<file path="src/rtl/br_local_sink_pkg.sv">
// Shared types and helpers for the BrLite local receive endpoint.
package br_local_sink_pkg;

  localparam int BR_ADDR_W = 16;

  typedef enum logic [1:0] {
    BR_SVC_NONE = 2'b00,
    BR_SVC_ALL  = 2'b01,
    BR_SVC_TGT  = 2'b10,
    BR_SVC_RSVD = 2'b11
  } br_svc_t;

  typedef struct packed {
    logic [BR_ADDR_W-1:0] src;
    logic [BR_ADDR_W-1:0] target;
    logic [31:0]          payload;
    br_svc_t              service;
  } br_rx_flit_t;

  // Address layout: x in the upper half, y in the lower half.
  function automatic logic [BR_ADDR_W-1:0] br_addr(input logic [BR_ADDR_W/2-1:0] x,
                                                    input logic [BR_ADDR_W/2-1:0] y);
    return {x, y};
  endfunction

  function automatic logic [15:0] sat_inc16(input logic [15:0] v);
    return (v == 16'hFFFF) ? v : v + 16'd1;
  endfunction

endpackage

</file>
<file path="src/rtl/br_local_sink_if.sv">
// Router-side req/ack delivery plus PE-side valid/ready pop, bundled for one local port.
interface br_local_sink_if;
  import br_local_sink_pkg::*;

  logic        req_i;
  br_rx_flit_t flit_i;
  logic        ack_o;
  logic        valid_o;
  logic        ready_i;
  br_rx_flit_t data_o;

  modport slave  (input  req_i, flit_i, ready_i, output ack_o, valid_o, data_o);
  modport master (output req_i, flit_i, ready_i, input  ack_o, valid_o, data_o);
endinterface

</file>
<file path="src/rtl/br_local_sink_fifo.sv">
// br_sink_fifo: small synchronous FIFO, no bypass; head reads '0 while empty.
module br_sink_fifo #(
  parameter int  DEPTH = 4,
  parameter type T     = logic [7:0]
) (
  input  logic                   clk_i,
  input  logic                   rst_i,
  input  logic                   push,
  input  logic                   pop,
  input  T                       wdata,
  output T                       rdata,
  output logic                   full,
  output logic                   empty,
  output logic [$clog2(DEPTH):0] count
);
  localparam int               PTR_W    = $clog2(DEPTH);
  localparam logic [PTR_W:0]   FULL_CNT = (PTR_W + 1)'(DEPTH);

  T                 mem [DEPTH];
  logic [PTR_W-1:0] wr_ptr;
  logic [PTR_W-1:0] rd_ptr;
  logic             do_push;
  logic             do_pop;

  assign full    = (count == FULL_CNT);
  assign empty   = (count == '0);
  assign do_push = push && !full;
  assign do_pop  = pop && !empty;

  // NOTE: sequential state uses non-blocking assignments so every register samples pre-edge values.
  always_ff @(posedge clk_i) begin
    if (rst_i) begin
      wr_ptr <= '0;
      rd_ptr <= '0;
      count  <= '0;
    end else begin
      if (do_push) wr_ptr <= wr_ptr + PTR_W'(1);
      if (do_pop)  rd_ptr <= rd_ptr + PTR_W'(1);
      case ({do_push, do_pop})
        2'b10:   count <= count + (PTR_W + 1)'(1);
        2'b01:   count <= count - (PTR_W + 1)'(1);
        default: ;
      endcase
    end
  end

  // NOTE: storage is deliberately not reset; count/empty gate every read, so stale entries are never visible.
  always_ff @(posedge clk_i) begin
    if (do_push) mem[wr_ptr] <= wdata;
  end

  assign rdata = empty ? '0 : mem[rd_ptr];

endmodule

</file>
<file path="src/rtl/br_local_sink.sv">
// br_local_sink: req/ack receive FSM, service/address filter and saturating delivery counters.
module br_local_sink
  import br_local_sink_pkg::*;
#(
  parameter int          ADDR_W    = BR_ADDR_W,
  parameter int          DEPTH     = 4,
  parameter bit          DROP_SELF = 1'b1,
  parameter logic [15:0] CNT_INIT  = 16'h0000  // reset value of the delivery counters
) (
  input  logic              clk_i,
  input  logic              rst_i,
  input  logic [ADDR_W-1:0] local_addr_i,
  br_local_sink_if.slave    link,
  output logic [15:0]       rx_all_cnt_o,
  output logic [15:0]       rx_tgt_cnt_o,
  output logic [15:0]       filt_cnt_o
);
  localparam logic [1:0] ST_IDLE     = 2'd0;
  localparam logic [1:0] ST_ACK      = 2'd1;
  localparam logic [1:0] ST_WAIT_LOW = 2'd2;

  logic [1:0]              state;
  logic                    keep;
  logic                    accept;
  logic                    store;
  logic                    filt;
  logic                    fifo_full;
  logic                    fifo_empty;
  logic [$clog2(DEPTH):0]  unused_fifo_count;

  // NOTE: combinational outputs get a default before the case so no path infers a latch.
  always_comb begin
    keep = 1'b0;
    case (link.flit_i.service)
      BR_SVC_TGT: keep = (link.flit_i.target == local_addr_i);
      BR_SVC_ALL: keep = !(DROP_SELF && (link.flit_i.src == local_addr_i));
      default:    keep = 1'b0;
    endcase
  end

  // Filtered flits never need FIFO space; stored ones wait while the FIFO is full.
  assign accept = (state == ST_IDLE) && link.req_i && (!keep || !fifo_full);
  assign store  = accept && keep;
  assign filt   = accept && !keep;

  always_ff @(posedge clk_i) begin
    if (rst_i) begin
      state <= ST_IDLE;
    end else begin
      case (state)
        ST_IDLE:     if (accept) state <= ST_ACK;
        ST_ACK:      state <= ST_WAIT_LOW;
        ST_WAIT_LOW: if (!link.req_i) state <= ST_IDLE;
        default:     state <= ST_IDLE;
      endcase
    end
  end

  assign link.ack_o   = (state == ST_ACK);
  assign link.valid_o = !fifo_empty;

  always_ff @(posedge clk_i) begin
    if (rst_i) begin
      rx_all_cnt_o <= CNT_INIT;
      rx_tgt_cnt_o <= CNT_INIT;
      filt_cnt_o   <= CNT_INIT;
    end else begin
      if (store && (link.flit_i.service == BR_SVC_ALL)) rx_all_cnt_o <= sat_inc16(rx_all_cnt_o);
      if (store && (link.flit_i.service == BR_SVC_TGT)) rx_tgt_cnt_o <= sat_inc16(rx_tgt_cnt_o);
      if (filt) filt_cnt_o <= sat_inc16(filt_cnt_o);
    end
  end

  br_sink_fifo #(
    .DEPTH (DEPTH),
    .T     (br_rx_flit_t)
  ) u_fifo (
    .clk_i (clk_i),
    .rst_i (rst_i),
    .push  (store),
    .pop   (link.valid_o && link.ready_i),
    .wdata (link.flit_i),
    .rdata (link.data_o),
    .full  (fifo_full),
    .empty (fifo_empty),
    .count (unused_fifo_count)
  );

endmodule

</file>
<file path="src/flat_wrapper.sv">
// flat-port wrapper written by rule: the top's interface ports become plain ports
module br_local_sink_flat import br_local_sink_pkg::*;
#(
  parameter int          ADDR_W    = BR_ADDR_W,
  parameter int          DEPTH     = 4,
  parameter bit          DROP_SELF = 1'b1,
  parameter logic [15:0] CNT_INIT  = 16'h0000                                         
)
  (clk_i, rst_i, local_addr_i, rx_all_cnt_o, rx_tgt_cnt_o, filt_cnt_o, link_req_i, link_flit_i, link_ready_i, link_ack_o, link_valid_o, link_data_o);
  br_local_sink_if link_i ();
  input  logic clk_i;
  input  logic rst_i;
  input  logic [ADDR_W-1:0] local_addr_i;
  output logic [15:0] rx_all_cnt_o;
  output logic [15:0] rx_tgt_cnt_o;
  output logic [15:0] filt_cnt_o;
  input wire logic [$bits(link_i.req_i)-1:0] link_req_i;
  input wire logic [$bits(link_i.flit_i)-1:0] link_flit_i;
  input wire logic [$bits(link_i.ready_i)-1:0] link_ready_i;
  output wire logic [$bits(link_i.ack_o)-1:0] link_ack_o;
  output wire logic [$bits(link_i.valid_o)-1:0] link_valid_o;
  output wire logic [$bits(link_i.data_o)-1:0] link_data_o;
  assign link_i.req_i = link_req_i;
  assign link_i.flit_i = link_flit_i;
  assign link_i.ready_i = link_ready_i;
  assign link_ack_o = link_i.ack_o;
  assign link_valid_o = link_i.valid_o;
  assign link_data_o = link_i.data_o;
  br_local_sink #(.ADDR_W(ADDR_W), .DEPTH(DEPTH), .DROP_SELF(DROP_SELF), .CNT_INIT(CNT_INIT)) u_core (.clk_i(clk_i), .rst_i(rst_i), .local_addr_i(local_addr_i), .link(link_i), .rx_all_cnt_o(rx_all_cnt_o), .rx_tgt_cnt_o(rx_tgt_cnt_o), .filt_cnt_o(filt_cnt_o));
endmodule
</file>
<file path="config.mk">
export PLATFORM = sky130hd
export DESIGN_NAME = br_local_sink_flat
export DESIGN_NICKNAME = d
export VERILOG_FILES = /design/src/rtl/br_local_sink_pkg.sv /design/src/rtl/br_local_sink_if.sv /design/src/rtl/br_local_sink_fifo.sv /design/src/rtl/br_local_sink.sv /design/src/flat_wrapper.sv
export SDC_FILE = /design/constraint.sdc
export NUM_CORES = 1
export LEC_CHECK = 0
export ABC_CLOCK_PERIOD_IN_PS = 6400
export CORE_AREA = 2 2 175 177
export DETAILED_ROUTE_END_ITERATION = 12
export DIE_AREA = 0 0 177 179
export PLACE_DENSITY = 0.7
export SLEW_MARGIN = 20
export SYNTH_ARGS = -nofsm -noshare
export SYNTH_HDL_FRONTEND = slang
export SYNTH_HIERARCHICAL = 1
export SYNTH_SLANG_ARGS = --single-unit
</file>
<file path="constraint.sdc">
create_clock -name clk_i -period 6.4 [get_ports clk_i]
set_input_delay 1.6 -clock clk_i [delete_from_list [all_inputs] [get_ports clk_i]]
set_output_delay 1.6 -clock clk_i [all_outputs]
set_load 0.02 [all_outputs]
</file>
==> results of run 1 <==
[per-layer routing]
metal / global-route usage / routed length (um)
met4: 0.04821 / 515
met3: 0.03350 / 1697
met2: 0.2891 / 13990
met1: 0.2382 / 12010
met5: 0 / 0
[through the flow]
step | worst slack (ns) | hold WS (ns) | total power [mW]
final | 1.510 | 0.4759 | 4.454
after global routing | 1.290 | 0.5084 | 4.611
after CTS | 1.498 | 0.4832 | 4.509
after detailed placement | 1.030 | 0.4693 | 2.544
after global placement | 1.042 | 0.4572 | 2.540
after floorplan | 1.361 | 0.4591 | 2.417
[logic make-up (layout without fill, tap and decap cells)]
family	after synthesis	after routing
flops	323	323
simple gates	252	252
mux	72	72
xor+xnor	65	65
buf+inv	47	290
compound gates	38	38
fa+ha+maj	11	11
other cells	0	1
[flip-flops by register name, indices dropped and copies added (netlist names), named ones only]
register,cells
u_core/filt_cnt_o,16
u_core/u_fifo/rd_ptr,2
u_core/u_fifo/count,3
u_core/rx_tgt_cnt_o,16
u_core/rx_all_cnt_o,16
u_core/u_fifo/wr_ptr,2
u_core/state,2
u_core/u_fifo/mem,264
[worst min-delay path by stage]
stage,end,slack [ns]
2_1_floorplan,flip-flop,0.46
3_3_place_gp,flip-flop,0.46
3_5_place_dp,flip-flop,0.47
4_1_cts,flip-flop,0.48
5_1_grt,flip-flop,0.51
6_report,flip-flop,0.48
[worst reg2reg max path, stage by stage, from the launching register on]
cell and delay [ns]:
dfxtp_1 0.38, nor3_4 0.67, buf_4 0.68, nor2b_1 0.14
o31ai_1 0.13, inv_1 0.09, ha_1 0.22, inv_1 0.08
fa_1 0.18, xor2_1 0.07, or3_1 0.30, a21oi_1 0.14
[where the power goes]
part	switching, mW	leakage [nW]	total (mW)	internal (mW)
combinational	0.108	1.97	0.209	0.101
clock	0.784	0.551	1.96	1.17
sequential	0.00635	2.85	2.29	2.28
[cell usage in the layout (no fill, tap or decap), drive strengths merged, types with 2 or more instances in the layout]
cell / n
nand2: 21
xnor2: 26
or4: 2
and2: 10
clkdlybuf4s50: 200
buf: 12
mux4: 66
or3: 12
nor3: 7
and3: 19
mux2i: 4
clkinvlp: 3
dfxtp: 59
and4: 2
a21oi: 19
xor2: 39
clkinv: 14
nor2b: 67
nand3b: 3
nand4: 18
inv: 15
clkbuf: 44
nor4b: 3
o21ai: 11
mux2: 2
nand3: 20
edfxtp: 264
nand2b: 2
ha: 10
nor4: 11
and2b: 2
nor3b: 2
bufinv: 2
nor2: 48
o31ai: 3
[final cells by class]
type,instances,area [sq um],share of cell area
inverter,15,56.30,0.003336
clock inverter,19,155.1,0.009191
clock buffer,44,983.4,0.05826
multi-input combinational,438,3931,0.2329
timing repair buffer,212,2140,0.1268
antenna,1,2.502,0.0001482
sequential,323,9116,0.5401
tap,396,495.5,0.02935
==> Flow_metrics.wiki, run 1 <==
{| class="wikitable"
! Metric !! Value
|-
| Status || complete, no violations
|-
| Worst path bufs/invs || 4
|-
| Chip Height || 179 um
|-
| Multiplexer share of the synthesized area || 0.1168
|-
| Placed instance area || 15,740 sq um
|-
| Worst Max-Slew Pin Slew || 1.031 ns
|-
| Sequence of cells on the critical path || clkdlybuf4s50_1 > xor2_1 > nor4_1 > nand4_1 > a22o_1 > and2_2 > inv_1 > nor2_1 > inv_1 > ha_1 > inv_1 > fa_1 > xor2_1 > or3_1 > a21oi_1
|-
| Number of hold-repair buffers added at the cts stage || 0
|-
| Main synth FF type || edfxtp_1
|-
| Maximum number of buffers from clock root to sink || 3
|-
| Full die area || 31,680 sq um
|-
| First-pass detailed-route iteration total || 5
|-
| Number of max-capacitance violations reported || 0
|-
| Type of the worst setup path || input pin to flip-flop
|-
| Layout fillers || 2,385
|-
| Clock period minus final worst setup slack || 4.890 ns
|-
| Setup repair after global routing missed its margin || false
|-
| Crit-path leading delay family || simple AND/OR/NAND/NOR gates
|-
| Routed wire length || 28.21 mm
|-
| Crit path largest cell delay || 0.52 ns
|-
| Setup fix buffers added after clock tree synthesis || 0
|-
| Summed negative setup slack over all endpoints || 0 ns
|-
| DRT iter0 DRCs || 462
|-
| Maximum number of pins on one net before global-route repair || 67
|-
| Initial Util || 0.4417
|-
| Total GRT Usage || 0.1750
|-
| Leakage Power || 5.377 nW
|-
| Post-synthesis share of cell area spent on xor and xnor gates || 0.04292
|-
| Slowest cell on crit path || clkdlybuf4s50_1
|-
| Placed wire-length estimate after detailed placement || 17.72 mm
|-
| Endpoint class of the critical path || flip-flop
|-
| Final Instance Count excl. Fillers || 1,448
|-
| Post-layout utilization of the core || 0.5621
|-
| Critical path data arrival time || 5.32 ns
|-
| Critical Path RT || 6.84 ns
|-
| Pins over their slew limit || 0
|-
| Initial antenna violation count || 0
|-
| Critical path destination || u_core/u_fifo/count[2]
|-
| Buffers added on ports || 201
|-
| Ratio of cells with drive above 1 in the final layout || 0.1370
|-
| Setup crit start kind || input pin
|-
| I/O Pins || 202
|-
| Final RePlAce weighted congestion || 0.7675
|-
| Fin crit share || 0.7640
|-
| Main combinational cell family by area after synthesis || multiplexers
|-
| Clock latency at the later pin of the worst-skew pair || 0.51 ns
|-
| Leading cell type by number of instances after synthesis || edfxtp_1
|-
| Wire length per cell || 19.48 um
|-
| TritonCTS clock tree || built
|-
| Post-Syn Area per Cell || 16.41 sq um
|-
| Final global-route overflow total || 0
|-
| Clock transition at path regs || 0.06 ns
|-
| Post-synthesis simple-gate area fraction || 0.1085
|-
| Number of clock sinks || 323
|-
| Synth Register Bits || 323
|-
| Total of warnings raised by yosys || 6
|-
| Register-to-register path setup slack || 3.25 ns
|-
| Logic depth of the worst setup path including buffers || 15
|-
| Cell count after synthesis || 808
|-
| Fraction of registers with async set or reset after synthesis || 0
|-
| Syn_nets || 905
|-
| Skew final || 0.01902 ns
|-
| Start point of the critical path || link_flit_i[52]
|-
| Nets@finish || 1,123
|-
| Share of synthesized cell area in full adder, half adder and majority cells || 0.01094
|-
| Worst-case reg-to-reg path depth || 11
|-
| Number of buffers added by the clock tree synthesis step || 36
|-
| Library cell occupying the most area in the post-synthesis netlist || edfxtp_1
|-
| EDFF count, synth || 264
|-
| Worst-path maximum fanout || 15
|-
| Synth top cells by count || edfxtp_1 (264), nor2b_1 (67), mux4_2 (66), dfxtp_1 (59), nor2_1 (48)
|-
| Growth of design area from synthesis to finish || 27.27%
|-
| Overall via count from detail_route || 7,591
|-
| Peak supply drop || 0.1496 mV
|-
| First-pass GRT wire length || 42.21 mm
|-
| Count of antenna-violating nets left after detailed routing || 0
|-
| Vias per Instance || 5.242
|-
| Rows || 64
|-
| Hold Violations, Final || 0
|-
| Placed instance count || 1,384
|-
| Start point of the worst min-delay path || u_core/u_fifo/rd_ptr[1]
|-
| Power density over the cells || 263.9 nW/um^2
|-
| Area of the core || 30,030 sq um
|-
| Maximum frequency from static timing analysis || 204.5 MHz
|-
| Die boundary width || 177 um
|-
| Startpoint of the lowest-slack register-to-register path || u_core/u_fifo/count[0]
|-
| H-tree depth || 2
|-
| DRC || 0
|-
| Portion of synthesized cell area occupied by the leading cell type || 0.5977
|-
| Worst Hold Depth || 2
|-
| Cell area after synthesis || 13,260 sq um
|-
| Compound-cell area share of the yosys netlist || 0.01651
|-
| Cell types with the largest area share after synthesis || edfxtp_1 (60%), mux4_2 (11%), dfxtp_1 (8.9%)
|-
| Dominant cell type by count on the critical path || inv_1
|-
| Quantity of gates resized following cts || 0
|-
| Crit Reg-Reg Endpoint || u_core/u_fifo/count[2]
|-
| Number of library cell types mapped by synthesis || 47
|-
| Classification of the worst-slack hold path || flip-flop to flip-flop
|-
| Seq/Total Area, Yosys || 0.6868
|-
| Headroom to the max-slew limit || 0.3123
|-
| Vias in the first global route || 7,585
|-
| Final setup violation count || 0
|-
| Clock tree root buffer cell || clkbuf_16
|-
| Final design instance area without fill || 16,880 sq um
|}
No activity file was read; power rests on OpenSTA's default activity.
==> run 2: changes to the inputs <==
--- a/config.mk
+++ b/config.mk
@@ -5,7 +5,7 @@
 export SDC_FILE = /design/constraint.sdc
 export NUM_CORES = 1
 export LEC_CHECK = 0
-export ABC_CLOCK_PERIOD_IN_PS = 6400
+export ABC_CLOCK_PERIOD_IN_PS = 5010
 export CORE_AREA = 2 2 175 177
 export DETAILED_ROUTE_END_ITERATION = 12
 export DIE_AREA = 0 0 177 179
==> constraint.sdc (replaced) <==
create_clock -name clk_i -period 5.01 [get_ports clk_i]
set_input_delay 1.2525 -clock clk_i [delete_from_list [all_inputs] [get_ports clk_i]]
set_output_delay 1.2525 -clock clk_i [all_outputs]
set_load 0.02 [all_outputs]
==> run 2 against run 1 <==
  * Routed wire length increased by 0.73%
  * Cell count is 0.21% lower
  * Sequential power up 28%
  * Non-clock buffer count unchanged
  * Utilization fell by 0.16 points
  * Power increased by 27%
  * Sequential share of layout area grew 0.15 points
  * First-iteration DRC count up 19%
  * Setup slack got worse by 0.77 ns
  * Critical endpoint unchanged
  * Clock power is 26% higher
  * Clock skew fell by 0.012 ns
  * Sequential cell count is the same
==> Flow_metrics.wiki, run 2 (synthesized netlist as in run 1, its figures left out) <==
{| class="wikitable"
! Metric !! Value
|-
| DRT iter0 DRCs || 550
|-
| Summed negative setup slack over all endpoints || 0 ns
|-
| Growth of design area from synthesis to finish || 26.92%
|-
| Number of max-capacitance violations reported || 0
|-
| Start point of the worst min-delay path || u_core/u_fifo/rd_ptr[1]
|-
| Placed wire-length estimate after detailed placement || 17.55 mm
|-
| I/O Pins || 202
|-
| Number of antenna repair diodes || 0
|-
| Hold Violations, Final || 0
|-
| Crit path largest cell delay || 0.51 ns
|-
| Status || complete, no violations
|-
| Clock latency at the later pin of the worst-skew pair || 0.51 ns
|-
| Type of the worst setup path || input pin to flip-flop
|-
| Sw frac || 0.2014
|-
| Area of the core || 30,030 sq um
|-
| Largest Register || u_core/u_fifo/mem
|-
| Classification of the worst-slack hold path || flip-flop to flip-flop
|-
| Crit Reg-Reg Endpoint || u_core/u_fifo/count[2]
|-
| Ratio of cells with drive above 1 in the final layout || 0.1335
|-
| Die boundary width || 177 um
|-
| Count of antenna-violating nets left after detailed routing || 0
|-
| Met2 usage in global routing || 0.2917
|-
| Setup fix buffers added after clock tree synthesis || 0
|-
| Worst path bufs/invs || 4
|-
| Clock period minus final worst setup slack || 4.269 ns
|-
| H-tree depth || 2
|-
| Crit-path leading delay family || simple AND/OR/NAND/NOR gates
|-
| Busiest layer in global routing || met2
|-
| First-pass detailed-route iteration total || 5
|-
| Skew final || 0.006813 ns
|-
| Worst-path maximum fanout || 5
|-
| Startpoint of the lowest-slack register-to-register path || u_core/u_fifo/count[2]
|-
| Worst hold slack across all endpoints || 0.4913 ns
|-
| Power after layout || 5.666 mW
|-
| Wire length per cell || 19.67 um
|-
| Proportion of power drawn by combinational gates || 0.047
|-
| Vias per Instance || 5.292
|-
| Overall via count from detail_route || 7,647
|-
| Initial antenna violation count || 0
|-
| Final RePlAce weighted congestion || 0.7835
|-
| Internal power contribution || 4.525 mW
|-
| Full die area || 31,680 sq um
|-
| Maximum number of pins on one net before global-route repair || 67
|-
| Number of buffers added by the clock tree synthesis step || 35
|-
| Number of clock sinks || 323
|-
| Endpoint class of the critical path || flip-flop
|-
| Worst Hold Depth || 2
|-
| Dominant cell type by count on the critical path || inv_1
|-
| Sequential fraction of design power || 0.516
|-
| Number of hold-repair buffers added at the cts stage || 0
|-
| Vias in the first global route || 7,608
|-
| Power density over the cells || 336.6 nW/um^2
|-
| Fin crit share || 0.8521
|-
| Pins over their slew limit || 0
|-
| Number of flip-flops in the largest register || 264
|-
| Rows || 64
|-
| Critical path data arrival time || 4.70 ns
|-
| First-pass GRT wire length || 42.67 mm
|-
| GRT met3 Usage || 0.03456
|-
| Clock transition at path regs || 0.05 ns
|-
| Most common cell after layout, fill and taps aside || edfxtp_1
|-
| Sequence of cells on the critical path || clkdlybuf4s50_1 > xor2_1 > nor4_1 > nand4_1 > a22o_1 > and2_2 > inv_1 > nor2_1 > inv_1 > ha_1 > inv_1 > fa_1 > xor2_1 > or3_1 > a21oi_1
|-
| Maximum number of buffers from clock root to sink || 3
|-
| Relative contribution of the clock network to total power || 0.437
|-
| Register-to-register path setup slack || 2.04 ns
|-
| Buffers added on ports || 201
|-
| Initial Util || 0.4417
|-
| Critical Path RT || 5.44 ns
|-
| Nets@finish || 1,122
|-
| TritonCTS clock tree || built
|-
| Final global-route overflow total || 0
|-
| Worst Max-Slew Pin Slew || 1.085 ns
|-
| Headroom to the max-slew limit || 0.2764
|-
| Total GRT Usage || 0.1754
|-
| Peak supply drop || 0.2211 mV
|-
| Post-layout utilization of the core || 0.5605
|-
| Final setup violation count || 0
|-
| Clock tree root buffer cell || clkbuf_16
|-
| Routed wire length || 28.42 mm
|-
| Most frequent cells in the layout || edfxtp_1 (264), clkdlybuf4s50_1 (200), nor2b_1 (67)
|-
| Worst-case reg-to-reg path depth || 12
|-
| Setup repair after global routing missed its margin || false
|-
| Quantity of gates resized following cts || 0
|-
| Maximum frequency from static timing analysis || 234.2 MHz
|-
| Met1 track utilization from global routing || 0.2360
|-
| Switching power summed over all nets || 1.141 mW
|-
| Leakage Power || 5.363 nW
|-
| Slowest cell on crit path || clkdlybuf4s50_1
|-
| Chip Height || 179 um
|-
| DRC || 0
|-
| Setup crit start kind || input pin
|}
run 2: cell count changes in the layout (fill, tap and decap cells not counted), sizes merged:
cell | before | now
diode | 1 | 0
clkinv | 14 | 9
inv | 15 | 17
clkbuf | 44 | 46
clkinvlp | 3 | 1
bufinv | 2 | 3
run 2: power groups by stage:
stage          combinational (mW)  sequential, mW  clock [mW]
3_5_place_dp                0.271            2.98           0
5_1_grt                     0.288            2.92        2.65
4_1_cts                     0.272            2.92        2.55
3_3_place_gp                0.268            2.98           0
6_report                    0.268            2.92        2.47
2_1_floorplan               0.103            2.98           0
run 2: per-layer routing:
metal | vias up | wire [um] | share of wire
li1 | 3532 | - | -
met5 | - | 0 | 0
met2 | 236 | 13920 | 0.49
met3 | 48 | 1758 | 0.062
met4 | 0 | 628 | 0.022
met1 | 3831 | 12110 | 0.43
run 2: worst max-delay path by stage:
stage,from,to,cells past startpoint
floorplan,local_addr_i[2],u_core/u_fifo/mem[1][0],9
global placement,link_flit_i[65],u_core/u_fifo/count[2],15
detailed placement,link_flit_i[65],u_core/u_fifo/count[2],15
CTS,flip-flop,link_data_o[65],4
global route,link_flit_i[65],u_core/u_fifo/count[2],15
finish,link_flit_i[65],u_core/u_fifo/count[2],15
run 2: worst reg2reg max path, stage by stage (launching register included):
cell and delay [ns]:
dfxtp_1 0.43, nor3b_1 0.67, nor3_4 0.13, and2_2 0.21
inv_1 0.08, nor2_1 0.06, inv_1 0.09, ha_1 0.19
inv_1 0.08, fa_1 0.37, xor2_1 0.16, or3_1 0.30
a21oi_1 0.14
run 2: final cells by class:
cell class	instances	area (sq um)
fill	2424	13200
clock inverter	15	168.9
multi-input combinational	438	3931
timing repair buffer	212	2127
inverter	15	56.30
tap	396	495.5
sequential	323	9116
clock buffer	46	937.1
run 2: per-stage QoR:
step	instances	setup WS, ns	cell area, sq um
floorplan	808	0.3182	13260
global placement	1384	0.3232	15730
detailed placement	1384	0.2877	15730
CTS	1445	0.7125	16830
global route	1445	0.6080	16830
finish	1445	0.7410	16830
